`config.mk`:
```
export PLATFORM = sky130hd
export DESIGN_NAME = rv32i_multicycle_ctrl
export DESIGN_NICKNAME = d
export VERILOG_FILES = /design/src/rtl/rv32i_multicycle_ctrl.sv
export SDC_FILE = /design/constraint.sdc
export NUM_CORES = 1
export LEC_CHECK = 0
export ABC_AREA = 1
export BUFFER_PORTS_ARGS = -buffer_cell sky130_fd_sc_hd__buf_2
export CORE_UTILIZATION = 23
export DETAILED_ROUTE_END_ITERATION = 10
export HOLD_SLACK_MARGIN = 0.15
export PLACE_DENSITY = 0.48
export SETUP_SLACK_MARGIN = 0.4
export SLEW_MARGIN = 20
export SYNTH_ARGS = -nofsm -noshare
export SYNTH_HDL_FRONTEND = slang
export SYNTH_SLANG_ARGS = --single-unit
```
`constraint.sdc`:
```
create_clock -name clk -period 4.1 [get_ports clk]
set_input_delay 0 -clock clk [delete_from_list [all_inputs] [get_ports clk]]
set_output_delay 0 -clock clk [all_outputs]
set_load 0.05 [all_outputs]
```
`src/rtl/rv32i_multicycle_ctrl.sv`:
```
// Multi-cycle control FSM for the RV32I core: sequences FETCH/DECODE/EXECUTE/MEM/WRITEBACK,
// classifies the opcode into a one-hot class and drives memory, register-file and PC strobes.
module rv32i_multicycle_ctrl #(
  parameter int unsigned TIMEOUT_CYCLES = 16
) (
  input  logic       clk,
  input  logic       reset,
  input  logic [6:0] opcode,
  input  logic       branch_taken,
  input  logic       mem_ready,
  output logic       mem_req,
  output logic       mem_we,
  output logic       mem_addr_sel,
  output logic       ir_load,
  output logic       pc_load,
  output logic       pc_sel,
  output logic       rf_we,
  output logic [9:0] op_code,
  output logic       instr_done,
  output logic       halted,
  output logic [1:0] trap_cause
);

  typedef enum logic [2:0] {
    S_FETCH     = 3'd0,
    S_DECODE    = 3'd1,
    S_EXECUTE   = 3'd2,
    S_MEM       = 3'd3,
    S_WRITEBACK = 3'd4,
    S_TRAP      = 3'd5
  } state_t;

  localparam logic [7:0] TMO_LAST   = 8'(TIMEOUT_CYCLES - 1);
  // Classes that write a destination register: LUI, AUIPC, JAL, JALR, LOAD, OP-IMM, OP.
  localparam logic [9:0] RF_WE_MASK = 10'b01_1010_1111;

  state_t     state_r, state_s;
  logic [9:0] op_code_r, op_code_s;
  logic [1:0] trap_cause_r, trap_cause_s;
  logic [7:0] tmo_cnt_r, tmo_cnt_s;
  logic       req_s, we_s, addr_sel_s, ir_load_s, pc_load_s, pc_sel_s, rf_we_s, done_s, halted_s;

  function automatic logic [9:0] classify(input logic [6:0] opc);
    logic [9:0] cls;
    case (opc)
      7'b0110111: cls = 10'b00_0000_0001;
      7'b0010111: cls = 10'b00_0000_0010;
      7'b1101111: cls = 10'b00_0000_0100;
      7'b1100111: cls = 10'b00_0000_1000;
      7'b1100011: cls = 10'b00_0001_0000;
      7'b0000011: cls = 10'b00_0010_0000;
      7'b0100011: cls = 10'b00_0100_0000;
      7'b0010011: cls = 10'b00_1000_0000;
      7'b0110011: cls = 10'b01_0000_0000;
      7'b1110011: cls = 10'b10_0000_0000;
      default:    cls = 10'b00_0000_0000;
    endcase
    return cls;
  endfunction

  // FENCE is legal but has no class bit; it flows through as a NOP.
  function automatic logic is_legal(input logic [6:0] opc);
    return (classify(opc) != 10'b00_0000_0000) || (opc == 7'b0001111);
  endfunction

  // Next-state, timeout counter and decoded strobes.
  always_comb begin
    state_s      = state_r;
    op_code_s    = op_code_r;
    trap_cause_s = trap_cause_r;
    tmo_cnt_s    = tmo_cnt_r;
    req_s        = 1'b0;
    we_s         = 1'b0;
    addr_sel_s   = 1'b0;
    ir_load_s    = 1'b0;
    pc_load_s    = 1'b0;
    pc_sel_s     = 1'b0;
    rf_we_s      = 1'b0;
    done_s       = 1'b0;
    halted_s     = 1'b0;
    case (state_r)
      S_FETCH, S_MEM: begin
        req_s      = 1'b1;
        addr_sel_s = (state_r == S_MEM);
        we_s       = (state_r == S_MEM) & op_code_r[6];
        ir_load_s  = (state_r == S_FETCH) & mem_ready;
        // Completion wins over a timeout expiring in the same cycle.
        if (mem_ready) begin
          state_s   = (state_r == S_FETCH) ? S_DECODE : S_WRITEBACK;
          tmo_cnt_s = 8'd0;
        end else if (tmo_cnt_r == TMO_LAST) begin
          state_s      = S_TRAP;
          trap_cause_s = 2'b10;
        end else begin
          tmo_cnt_s = tmo_cnt_r + 8'd1;
        end
      end
      S_DECODE: begin
        op_code_s = classify(opcode);
        if (is_legal(opcode)) begin
          state_s = S_EXECUTE;
        end else begin
          state_s      = S_TRAP;
          trap_cause_s = 2'b01;
        end
      end
      S_EXECUTE: begin
        tmo_cnt_s = 8'd0;
        if (op_code_r[9]) begin
          state_s      = S_TRAP;
          trap_cause_s = 2'b11;
        end else if (op_code_r[5] | op_code_r[6]) begin
          state_s = S_MEM;
        end else begin
          state_s = S_WRITEBACK;
        end
      end
      S_WRITEBACK: begin
        pc_load_s = 1'b1;
        done_s    = 1'b1;
        rf_we_s   = |(op_code_r & RF_WE_MASK);
        pc_sel_s  = op_code_r[2] | op_code_r[3] | (op_code_r[4] & branch_taken);
        tmo_cnt_s = 8'd0;
        state_s   = S_FETCH;
      end
      S_TRAP: begin
        halted_s = 1'b1;
      end
      default: begin
        state_s = S_FETCH;
      end
    endcase
  end

  // State, class, trap cause and timeout registers.
  always_ff @(posedge clk) begin
    if (reset) begin
      state_r      <= S_FETCH;
      op_code_r    <= 10'b00_0000_0000;
      trap_cause_r <= 2'b00;
      tmo_cnt_r    <= 8'd0;
    end else begin
      state_r      <= state_s;
      op_code_r    <= op_code_s;
      trap_cause_r <= trap_cause_s;
      tmo_cnt_r    <= tmo_cnt_s;
    end
  end

  // Every output is forced low while reset is held, whatever state the FSM was in.
  assign mem_req      = req_s & ~reset;
  assign mem_we       = we_s & ~reset;
  assign mem_addr_sel = addr_sel_s & ~reset;
  assign ir_load      = ir_load_s & ~reset;
  assign pc_load      = pc_load_s & ~reset;
  assign pc_sel       = pc_sel_s & ~reset;
  assign rf_we        = rf_we_s & ~reset;
  assign instr_done   = done_s & ~reset;
  assign halted       = halted_s & ~reset;
  assign op_code      = reset ? 10'b00_0000_0000 : op_code_r;
  assign trap_cause   = reset ? 2'b00 : trap_cause_r;

endmodule

```
* Yosys cells after proc, flatten, opt, wreduce, memory -nomap -nowiden
Cells that the tools add are included.
** Word-level totals
- Flip-flop bits (word level) :: 23
- Bits of input ports :: 11
- Output and inout bits :: 21
- Word-level logic and storage cells :: 82
** Operators by class
- Add/sub/neg operators :: 1
- Equal/unequal tests :: 23
- Multiplexer cells :: 27
- Bitwise gates (word level) :: 16
- Reduce and logical (&&, ||, !) cells :: 11
** Operators with widths (count)
- 10-bit one-hot mux with 10 select lines :: 1
- 7-bit equality test, second input constant :: 4
- 7-bit by 6-bit equality test with 1-bit output, second input constant :: 3
- 10-bit 2-to-1 mux :: 2
- 3-bit 2-to-1 mux :: 6
- 8-bit 2-to-1 mux :: 2
- 8-bit one-hot mux with 2 select lines :: 1
- 7-bit by 5-bit equality test with 1-bit output, second input constant :: 2
- 3-bit one-hot mux with 4 select lines :: 1
- 1-bit bitwise AND :: 11
- 2-bit 2-to-1 mux :: 5
- 10-bit nonzero test :: 1
- 8-bit by 1-bit adder with 8-bit output, second input constant :: 1
- 8-bit by 4-bit equality test with 1-bit output, second input constant :: 1
- 1-bit 2-to-1 mux :: 8
- 2-bit != test, second input constant :: 4
- 7-bit by 2-bit equality test with 1-bit output, second input constant :: 1
- 7-bit by 4-bit equality test with 1-bit output, second input constant :: 1
- 7-bit OR reduction :: 1
- 3-bit by 2-bit equality test with 1-bit output, second input constant :: 2
- 3-bit equality test, second input constant :: 2
- 3-bit != test, second input constant :: 2
- 2-bit one-hot mux with 3 select lines :: 1
- 5-bit AND reduction :: 1
- other kinds (9) :: 14

* Longest topological paths before layout
Gate-level depths: netlist of run 1.
- Depth after elaboration :: 7
- Mapped depth :: 11
- Depth with buffers taken out :: 11

* Worst setup path after synthesis of run 1
No wires, ideal clock.
- Path kind :: register to output
- Start :: reg state_r[0]
- End :: out pc_sel
- Arrival :: 1.772 ns
- Data required time :: 4.100 ns
- Setup slack :: 2.328 ns
- Cell stages (with the launch flop) :: 4
- Buffers on the path :: 0
- Path through :: dfxtp_1 -> nor2_1 -> nand2_1 -> a211oi_1
** On the way
- Cells in the longest elaborated chain, start to end :: 3
** Ends and longest elaborated chain
- start, declared :: line 37 : state_t state_r, state_s;
- start signal, assigned :: line 143 : state_r <= state_s;
- 3-bit equality test :: line 81 : case (state_r)
- 1-bit 2-to-1 mux :: line 81
- 1-bit bitwise AND :: line 156 : assign pc_sel = pc_sel_s & ~reset;
- end, declared :: line 16 : output logic pc_sel,
No other way between the ends.

* Worst setup path in the final report of run 1
- Start :: in opcode[2]
- End :: reg state_r[2]
** On the way
- Cells in the longest elaborated chain, start to end :: 7
- Elaborated cells between the ends (all ways) :: 17
** Ends and longest elaborated chain
- start, declared :: line 8 : input logic [6:0] opcode,
- 7-bit equality test (tied with other cells) :: line 45 : case (opc)
- 10-bit one-hot mux with 10 select lines :: line 45
- 10-bit 2-to-1 mux :: line 81
- 10-bit nonzero test :: line 63 : return (classify(opc) != 10'b00_0000_0000) || (opc == 7'b0001111);
- 1-bit logical OR * :: line 63
- 3-bit 2-to-1 mux * :: line 100 : if (is_legal(opcode)) begin
- 3-bit one-hot mux with 4 select lines * :: line 81
Every way passes the cells marked *; elsewhere a longest branch is shown, timed or not. The select of a mux whose other input is x is not followed.
A chain may end at the register's enable or synchronous reset.

==> results.yml, run 1 <==
setup_path:
  critical_path_class: "input port to flip-flop"
  critical_path_arrival_ns: 2.08
  setup.worst_path.start_class: "input port"
  required_ns: 4.30
  worst_setup_slack_for_register_to_register_paths_ns: 2.22
  startpoint: "opcode[2]"
  reg2reg_depth: 5
  endpoint_kind: "flip-flop"
  path_max_fanout: 3
  critical_path.reg2reg.endpoint: "op_code_r[9]"
  timing.rr.start: "state_r[0]"
job:
  max_cap_violations: 0
layout:
  area.growth.synth_to_final_pct: 24.0
  nNetsFinal: 266
  stdcell_count: 325
  layout-drive-gt1-share_pct: 16.6
  filler_cell_count: 645
  area_of_all_placed_cells_without_fillers_mm2: 0.00166
  post-route-util_pct: 29.9
  antennaDiodeCount: 0
synthesis:
  synth_top_area_cell: "sky130_fd_sc_hd__dfxtp_1"
  yosys-top-cells-area: "sky130_fd_sc_hd__dfxtp_1 34%, sky130_fd_sc_hd__nand2_1 13%, sky130_fd_sc_hd__nor2_1 12%, sky130_fd_sc_hd__inv_1 9.3%, sky130_fd_sc_hd__a21oi_1 7.5%"
  synthCells: 218
  yosys.area.top_type_share_pct: 34.5
  syn_nets: 230
  async_reset_ff_share_pct: 0
  synth_area_per_cell_um2: 6.13
  synth.cells.most_frequent: "48 x sky130_fd_sc_hd__nand2_1, 41 x sky130_fd_sc_hd__nor2_1, 33 x sky130_fd_sc_hd__inv_1, 23 x sky130_fd_sc_hd__dfxtp_1, 20 x sky130_fd_sc_hd__a21oi_1"
  yosys.area_share.simple_pct: 36.6
  post_synth_fa_ha_maj_area_fraction_pct: 0.936
  synth_seq_area_share_pct: 34.5
  synth_top_family_by_area: "simple AND/OR/NAND/NOR gates"
  synthesized_area_fraction_occupied_by_ao_oa_aoi_and_oai_cells_pct: 16.4
  synth-seq-cells: 23
  ys_warn_count: 0
  synth-edff-count: 0
  synth_mux_area_share_pct: 0
  synth.cell_area_mm2: 0.00134
  netlist-cell-type-count: 24
  post_synth_xor_area_fraction_pct: 0
  dominantRegCellSynth: "sky130_fd_sc_hd__dfxtp_1"
  yosys.cell_count.top_type: "sky130_fd_sc_hd__nand2_1"
clock_network:
  max-clock-path-buffers: 2
  ctsHtreeMaxLevel: 1
  clk_pin_slew_worst_paths_ns: 0.09
  cts_tree: "done"
  clock_latency_ns: 0.27
  number_of_post_cts_setup_repair_buffers: 0
  cts-resized-gates: 0
  post_cts_hold_fix_bufs: 5
  clock_tree.root_cell: "sky130_fd_sc_hd__clkbuf_8"
  numClockSinks: 23
  numCtsBuffers: 3
timing:
  finClkSkew_ns: 0.00491
  maxSlewViolCount: 0
  timing.fmax_mhz: 532
  tightest_slew_ns: 0.914
  final_setup_violation_count: 0
  fin_ws_ns: 2.22
  final.setup.tns_ns: 0
  hold_viol: 0
  slew_headroom_pct: 38.8
  fin_worst_hold_slack_ns: 0.155
  grt_setup_unrepaired: "false"
  post-route-period-util_pct: 45.9
  finalCriticalPeriod_ns: 1.88
placement:
  place_area_mm2: 0.00156
  globalplace.congestion: 0.768
  placedCellCount: 316
  detailedPlacementHpwl_mm: 2.56
  dp_slack_ns: 2.25
  port-buffer-count: 31
global_routing:
  maximum_number_of_pins_on_one_net_before_global_route_repair: 24
  grt_usage_pct: 11.9
  grt_first_pass_wirelength_mm: 5.86
  grt_overflow_total: 0
  initial_antenna_violation_count: 0
  vias_in_the_first_global_route: 1333
hold_path:
  holdCritStartpoint: "opcode[3]"
  hp-class: "input port to flip-flop"
  timing.hold.worst_path_depth: 5
  hold_path_end: "op_code_r[2]"
outcome:
  run_status: "complete, no violations"
routing:
  route.vias.total: 1408
  routed_via_density: 4.33
  route.detailed.wl_per_inst_um: 10.3
  detail_route_antenna_nets: 0
  number_of_detailed_route_iterations_in_the_first_pass: 4
  first_iter_violations: 97
  remaining_drc_errors: 0
  drt-total-wl_mm: 3.33
power_and_ir_drop:
  leakage_nw: 0.780
  irDropWorstVdd_uv: 172
  power_density_over_the_cells_mw_per_mm2: 586
  total_power_mw: 0.971
die:
  fp.dieArea_mm2: 0.00612
  floorplan.initialDensity_pct: 24.1
  rows: 27
  core_area_mm2: 0.00554
  ioPinCount: 32
  die_w_um: 78.2
  dieHeight_um: 78.2
==> worst max-delay path by stage <==
stage                       to  cells after the start
2_1_floorplan           pc_sel                      3
3_3_place_gp      op_code_r[9]                      5
3_5_place_dp   trap_cause_r[0]                      6
4_1_cts           op_code_r[9]                      5
5_1_grt        trap_cause_r[0]                      6
6_report            state_r[2]                     12
==> per-layer routing <==
| layer | GRT usage [%] | share of wire, % | vias to the layer above |
|---|---|---|---|
| met5 | 0 | 0 | - |
| met4 | 5.00 | 1.2 | 0 |
| met3 | 2.09 | 4.7 | 5 |
| met2 | 17.6 | 43 | 29 |
| met1 | 16.8 | 51 | 613 |
| li1 | - | - | 761 |
==> kinds of logic after synthesis <==
family,Yosys count
and+or+nand+nor,114
AOI/OAI and AO/OA,40
buffers and inverters,40
DFF,23
adders and majority gates,1
==> registers in the layout (all words and copies together), names as in the netlist <==
| name | flops |
|---|---|
| op_code_r | 10 |
| tmo_cnt_r | 8 |
| state_r | 3 |
| trap_cause_r | 2 |
==> worst max-delay path, cell delays in order <==
cell	delay, ns
sky130_fd_sc_hd__dlygate4sd3_1	0.53
sky130_fd_sc_hd__buf_2	0.13
sky130_fd_sc_hd__nand2_1	0.05
sky130_fd_sc_hd__dlygate4sd3_1	0.53
sky130_fd_sc_hd__nor2_1	0.06
sky130_fd_sc_hd__nand2_1	0.11
sky130_fd_sc_hd__nand3_1	0.09
sky130_fd_sc_hd__nor2_1	0.17
sky130_fd_sc_hd__nand3_1	0.14
sky130_fd_sc_hd__nand2_1	0.11
sky130_fd_sc_hd__nand2_1	0.05
sky130_fd_sc_hd__a21oi_1	0.11
==> area by class of cell <==
class	instances	area, um^2	share of cell area [%]
clock inverter	1	7.51	0.453
clock buffer	3	41.3	2.49
sequential	23	460	27.8
multi-input combinational	155	721	43.5
timing repair buffer	36	205	12.4
tap	72	90.1	5.44
inverter	35	131	7.93
==> where the power goes <==
part	leakage [nW]	switching, mW	internal (mW)	total (mW)
registers	0.188	0.0485	0.285	0.333
clock network	0.0217	0.0802	0.0689	0.149
logic	0.570	0.353	0.136	0.488
==> cell usage in the layout (no fill, tap or decap), types with 2 or more instances in the layout <==
master and count:
sky130_fd_sc_hd__o21ai_1 2, sky130_fd_sc_hd__o21ai_0 13, sky130_fd_sc_hd__a21oi_1 20, sky130_fd_sc_hd__nor2_1 41
sky130_fd_sc_hd__nand3_2 2, sky130_fd_sc_hd__dlygate4sd3_1 5, sky130_fd_sc_hd__nand2_1 48, sky130_fd_sc_hd__nand3_1 13
sky130_fd_sc_hd__nor3_1 5, sky130_fd_sc_hd__clkbuf_8 3, sky130_fd_sc_hd__buf_2 31, sky130_fd_sc_hd__a32o_1 2
sky130_fd_sc_hd__dfxtp_1 23, sky130_fd_sc_hd__inv_1 33, sky130_fd_sc_hd__inv_2 2
No activity file was read; power rests on OpenSTA's default activity.
==> run 2, diff against run 1 <==
--- a/config.mk
+++ b/config.mk
@@ -5,12 +5,12 @@
 export SDC_FILE = /design/constraint.sdc
 export NUM_CORES = 1
 export LEC_CHECK = 0
-export ABC_AREA = 1
+export ABC_AREA = 0
 export BUFFER_PORTS_ARGS = -buffer_cell sky130_fd_sc_hd__buf_2
 export CORE_UTILIZATION = 23
 export DETAILED_ROUTE_END_ITERATION = 10
 export HOLD_SLACK_MARGIN = 0.15
-export PLACE_DENSITY = 0.48
+export PLACE_DENSITY = 0.49
 export SETUP_SLACK_MARGIN = 0.4
 export SLEW_MARGIN = 20
 export SYNTH_ARGS = -nofsm -noshare
==> constraint.sdc (replaced) <==
create_clock -name clk -period 1.6 [get_ports clk]
set_input_delay 0 -clock clk [delete_from_list [all_inputs] [get_ports clk]]
set_output_delay 0 -clock clk [all_outputs]
set_load 0.05 [all_outputs]
==> results.yml, run 2 <==
outcome:
  run_status: "finished, violations left"
  failing_checks: "setup timing"
placement:
  detailedPlacementHpwl_mm: 2.79
  placedCellCount: 290
  port-buffer-count: 31
  globalplace.congestion: 0.755
job:
  max_cap_violations: 0
power_and_ir_drop:
  power_frac_comb_pct: 32.1
  total_power_mw: 1.46
  clkPwrFrac_pct: 25.7
  share_seq_of_total_power_pct: 42.2
  power_density_over_the_cells_mw_per_mm2: 609
  leakage_nw: 0.936
  irDropWorstVdd_uv: 333
  share_of_total_power_consumed_by_net_switching_pct: 32.5
  total_net_switching_power_mw: 0.477
  cellInternalPower_mw: 0.988
setup_path:
  path_max_fanout: 5
  critPathTopFamily: "simple AND/OR/NAND/NOR gates"
  critical_path_arrival_ns: 1.87
  crit_path_largest_cell_delay_ns: 0.60
  critical_path_class: "flip-flop to flip-flop"
  required_ns: 1.77
  worst_setup_slack_for_register_to_register_paths_ns: -0.11
  slowest_library_cell_on_the_worst_path: "sky130_fd_sc_hd__or4_4"
  endpoint_kind: "flip-flop"
  critical_path_buf_inv_count: 0
  crit_chain: "or4_4 > o31ai_4 > a211oi_1 > xnor2_1 > nor2_1"
  setup.worst_path.start_class: "flip-flop"
global_routing:
  maximum_number_of_pins_on_one_net_before_global_route_repair: 22
  initial_antenna_violation_count: 0
  grt_first_pass_wirelength_mm: 6.80
  grt_overflow_total: 0
  vias_in_the_first_global_route: 1416
  grt_usage_pct: 13.7
timing:
  tightest_slew_ns: 0.474
  post-route-period-util_pct: 107
  final_setup_violation_count: 9
  timing.fmax_mhz: 586
  maxSlewViolCount: 0
  fin_worst_hold_slack_ns: 0.164
  slew_headroom_pct: 68.4
  finalCriticalPeriod_ns: 1.71
  grt_setup_unrepaired: "true"
  hold_viol: 0
  finClkSkew_ns: 0.00424
  fin_ws_ns: -0.106
layout:
  nNetsFinal: 263
  commonest_non_fill_non_tap_cells_in_the_layout: "29 x sky130_fd_sc_hd__buf_4, 21 x sky130_fd_sc_hd__buf_2, 18 x sky130_fd_sc_hd__buf_6, 17 x sky130_fd_sc_hd__nor2_1, 17 x sky130_fd_sc_hd__dfxtp_1"
  area.growth.synth_to_final_pct: 73.8
  reg_top3: "op_code_r: 10 flops, tmo_cnt_r: 8 flops, state_r: 3 flops"
  mostFrequentLayoutCell: "sky130_fd_sc_hd__buf_4"
  largest_reg_flops: 10
  antennaDiodeCount: 0
  layout-drive-gt1-share_pct: 49.6
  largest_register: "op_code_r"
  stdcell_count: 322
die:
  dieHeight_um: 79.6
  fp.dieArea_mm2: 0.00634
  ioPinCount: 32
  rows: 27
  floorplan.initialDensity_pct: 24.6
  die_w_um: 79.6
  core_area_mm2: 0.00564
routing:
  drt-total-wl_mm: 4.22
  detail_route_antenna_nets: 0
  first_iter_violations: 36
  route.detailed.wl_per_inst_um: 13.1
  routed_via_density: 4.80
  remaining_drc_errors: 0
  number_of_detailed_route_iterations_in_the_first_pass: 4
  route.vias.total: 1547
synthesis:
  yosys-top-cells-area: "sky130_fd_sc_hd__dfxtp_1 33%, sky130_fd_sc_hd__nor2b_1 7.2%, sky130_fd_sc_hd__nor2_1 5.7%, sky130_fd_sc_hd__a21oi_1 5.1%, sky130_fd_sc_hd__xnor2_1 3.8%"
  syn_nets: 189
  ys_warn_count: 0
  dominantRegCellSynth: "sky130_fd_sc_hd__dfxtp_1"
  yosys.cell_count.top_type: "sky130_fd_sc_hd__dfxtp_1"
  netlist-cell-type-count: 44
  synth_area_per_cell_um2: 7.83
  synth_seq_area_share_pct: 33.2
  synth.cell_area_mm2: 0.00139
  synth-edff-count: 0
  synth.cells.most_frequent: "23 x sky130_fd_sc_hd__dfxtp_1, 21 x sky130_fd_sc_hd__nor2_1, 16 x sky130_fd_sc_hd__nor2b_1, 14 x sky130_fd_sc_hd__a21oi_1, 13 x sky130_fd_sc_hd__nand2_1"
  synth-seq-cells: 23
  async_reset_ff_share_pct: 0
  synth_top_area_cell: "sky130_fd_sc_hd__dfxtp_1"
  synthCells: 177
  yosys.area.top_type_share_pct: 33.2
clock_network:
  ctsHtreeMaxLevel: 1
  numCtsBuffers: 3
  clock_tree.root_cell: "sky130_fd_sc_hd__clkbuf_8"
  cts_tree: "done"
  numClockSinks: 23
  max-clock-path-buffers: 2
  clk_pin_slew_worst_paths_ns: 0.09
  clock_latency_ns: 0.27
hold_path:
  hp-class: "input port to flip-flop"
==> run 2: changes by cell type in the layout (fill, tap and decap cells not counted), sizes merged, moves of 9 or more <==
cell   delta
buf      +42
nand2    -35
nor2b    +15
nand3     -9
inv      -31
nor2     -20
o21ai     -9
==> run 2: stage by stage <==
stage | area, um^2 | setup WS (ns) | utilization [%] | TNS (ns)
after floorplan | 1520 | -0.0142 | - | -0.0380
after global placement | 1830 | -0.100 | 32.4 | -0.716
after detailed placement | 1830 | -0.134 | 32.4 | -0.845
after CTS | 2260 | -0.0969 | 40.0 | -0.599
after global routing | 2410 | -0.178 | 42.7 | -1.26
final | 2410 | -0.106 | 42.7 | -0.694
==> run 2: metal layers <==
| layer | GRT usage [%] | up-vias | routed length (um) |
|---|---|---|---|
| li1 | - | 783 | - |
| met1 | 19.8 | 722 | 2140 |
| met2 | 19.8 | 36 | 1850 |
| met3 | 1.49 | 6 | 141 |
| met4 | 6.73 | 0 | 80 |
| met5 | 0 | - | 0 |
==> run 2: final timing paths <==
kind                   startpoint               to  cells after the start
setup / recovery     tmo_cnt_r[6]     tmo_cnt_r[3]                      5
hold / removal              reset     op_code_r[1]                      2
setup reg to reg     tmo_cnt_r[6]     tmo_cnt_r[3]                      5
hold reg to reg   trap_cause_r[0]  trap_cause_r[0]                      1
==> run 2: cells by family (layout without fill, tap and decap cells) <==
group           Yosys count  in the layout  share of synthesized area [%]
xor+xnor                  8              8                           5.06
compound gates           45             45                           23.1
flops                    23             23                           33.2
buf+inv                  15             88                           4.61
mux                       1              1                          0.723
simple gates             84             84                           32.3
fa+ha+maj                 1              1                          0.903
==> run 2: cell type report <==
| type | instances | area [um^2] |
|---|---|---|
| clock buffers | 4 | 45.0 |
| fillers | 555 | 3230 |
| inverters | 5 | 27.5 |
| multi-input cells | 139 | 1110 |
| flip-flops and latches | 23 | 473 |
| well taps | 72 | 90.1 |
| repair buffers | 79 | 658 |
==> run 2: what timing repair did <==
action,in CTS,in global routing
resized for setup,58,28
setup endpoints to repair,32,33
hold endpoints to repair,8,0
buffers inserted,18,5
pin swaps,21,10
hold buffers,5,0
==> run 2: power by group through the flow <==
stage               Sequential, mW  Clock [mW]  Combinational [mW]
finish                       0.618       0.377               0.470
floorplan                    0.621           0               0.229
global route                 0.622       0.407               0.509
detailed placement           0.632           0               0.315
CTS                          0.614       0.392               0.430
global placement             0.632           0               0.316
==> run 3, diff against run 2 <==
--- a/config.mk
+++ b/config.mk
@@ -10,7 +10,6 @@
 export CORE_UTILIZATION = 23
 export DETAILED_ROUTE_END_ITERATION = 10
 export HOLD_SLACK_MARGIN = 0.15
-export PLACE_DENSITY = 0.49
 export SETUP_SLACK_MARGIN = 0.4
 export SLEW_MARGIN = 20
 export SYNTH_ARGS = -nofsm -noshare
==> results.yml, run 3 (same netlist as run 2, synthesis figures left out) <==
outcome:
  run_status: "finished, violations left"
  failing_checks: "setup timing"
clock_network:
  clock_tree.root_cell: "sky130_fd_sc_hd__clkbuf_8"
  ctsHtreeMaxLevel: 1
  cts_tree: "done"
  numClockSinks: 23
  numCtsBuffers: 3
  clock_latency_ns: 0.26
  max-clock-path-buffers: 2
  clk_pin_slew_worst_paths_ns: 0.08
power_and_ir_drop:
  total_net_switching_power_mw: 0.469
  power_frac_comb_pct: 33.5
  leakage_nw: 0.896
  total_power_mw: 1.47
  clkPwrFrac_pct: 24.2
  cellInternalPower_mw: 1.00
  share_seq_of_total_power_pct: 42.3
  power_density_over_the_cells_mw_per_mm2: 622
  irDropWorstVdd_uv: 311
  share_of_total_power_consumed_by_net_switching_pct: 31.8
layout:
  nNetsFinal: 255
  layout-drive-gt1-share_pct: 45.5
  largest_reg_flops: 10
  antennaDiodeCount: 0
  area.growth.synth_to_final_pct: 70.9
  commonest_non_fill_non_tap_cells_in_the_layout: "21 x sky130_fd_sc_hd__buf_2, 19 x sky130_fd_sc_hd__dfxtp_1, 19 x sky130_fd_sc_hd__buf_4, 17 x sky130_fd_sc_hd__nor2_1"
  reg_top3: "op_code_r: 10 flops, tmo_cnt_r: 8 flops, state_r: 3 flops"
  mostFrequentLayoutCell: "sky130_fd_sc_hd__buf_2"
  largest_register: "op_code_r"
  filler_cell_count: 532
  area_of_all_placed_cells_without_fillers_mm2: 0.00237
global_routing:
  grt_overflow_total: 0
  vias_in_the_first_global_route: 1454
  grt_first_pass_wirelength_mm: 6.82
  maximum_number_of_pins_on_one_net_before_global_route_repair: 21
  initial_antenna_violation_count: 0
  grt_usage_pct: 13.6
die:
  core_area_mm2: 0.00564
  ioPinCount: 32
  fp.dieArea_mm2: 0.00634
  dieHeight_um: 79.6
  rows: 27
  die_w_um: 79.6
  floorplan.initialDensity_pct: 24.6
timing:
  final_setup_violation_count: 9
  grt_setup_unrepaired: "true"
  finClkSkew_ns: 0.00142
  post-route-period-util_pct: 107
  tightest_slew_ns: 0.409
  final.setup.tns_ns: -0.749
  maxSlewViolCount: 0
  slew_headroom_pct: 72.7
  fin_ws_ns: -0.119
  finalCriticalPeriod_ns: 1.72
  timing.fmax_mhz: 582
  hold_viol: 0
job:
  max_cap_violations: 0
routing:
  routed_via_density: 4.95
  wl_met2_mm: 2.00
  route.vias.total: 1553
  met3RoutedLength_um: 160
  top_layer: "met4"
  route.detailed.wl_per_inst_um: 13.3
  number_of_detailed_route_iterations_in_the_first_pass: 4
  routed_length_on_met1_mm: 1.97
  remaining_drc_errors: 0
  drt-total-wl_mm: 4.17
  first_iter_violations: 49
  detail_route_antenna_nets: 0
placement:
  dp_slack_ns: -0.0880
  port-buffer-count: 31
  place_area_mm2: 0.00182
  detailedPlacementHpwl_mm: 2.71
  globalplace.congestion: 0.819
setup_path:
  path_max_fanout: 5
  critical_path_arrival_ns: 1.87
  endpoint_kind: "flip-flop"
  critical_path_class: "flip-flop to flip-flop"
  required_ns: 1.75
  setup.worst_path.start_class: "flip-flop"
hold_path:
  hp-class: "input port to flip-flop"
-- run 3: cell types whose count changed in the layout (fill, tap and decap cells not counted), sizes merged --
cell / before / now
buf: 73 / 64
nand2: 13 / 14
-- run 3: per-stage QoR --
stage	hold WS, ns	util, %	cells
2_1_floorplan	0.0614	-	177
3_3_place_gp	0.326	32.2	287
3_5_place_dp	0.330	32.2	287
4_1_cts	0.159	39.8	310
5_1_grt	0.180	42.0	314
6_report	0.166	42.0	314
-- run 3: power by group through the flow --
stage / Sequential [mW] / Combinational, mW / Clock, mW
after floorplan: 0.621 / 0.229 / 0
after global placement: 0.630 / 0.317 / 0
after detailed placement: 0.632 / 0.319 / 0
after CTS: 0.620 / 0.448 / 0.369
after global routing: 0.626 / 0.528 / 0.404
final: 0.622 / 0.494 / 0.357
-- run 3: worst paths after layout --
path	slack [ns]	startpoint	end	cells past startpoint
max reg2reg	-0.12	tmo_cnt_r[6]	tmo_cnt_r[0]	5
min reg2reg	0.47	trap_cause_r[0]	trap_cause_r[0]	1
max	-0.12	tmo_cnt_r[6]	tmo_cnt_r[0]	5
min	0.17	opcode[4]	op_code_r[9]	4
-- run 3: timing repair --
action,CTS,global route
setup buffers,13,4
hold endpoints to repair,8,0
pin swaps,18,10
setup endpoints to repair,32,31
gates resized for setup,57,19
hold buffers,5,0
cloned,1,0
-- run 3: metal layers --
layer,GRT usage (%),vias to the layer above
met5,0,-
li1,-,768
met4,4.73,0
met3,2.06,4
met2,22.3,39
met1,18.1,742
-- run 3: cell type report --
type,instances,area [um^2],share of cell area (%)
Sequential cell,23,470,19.9
Tap cell,72,90.1,3.81
Multi-Input combinational cell,140,1110,47.0
Inverter,5,27.5,1.16
Timing Repair Buffer,70,621,26.2
Clock buffer,4,45.0,1.90
-- run 3: critical path, cell delays in order (launching register included) --
cell	delay, ns
sky130_fd_sc_hd__dfxtp_2	0.33
sky130_fd_sc_hd__or4_4	0.58
sky130_fd_sc_hd__o41ai_4	0.37
sky130_fd_sc_hd__a21oi_2	0.09
sky130_fd_sc_hd__xnor2_1	0.17
sky130_fd_sc_hd__nor2_1	0.07
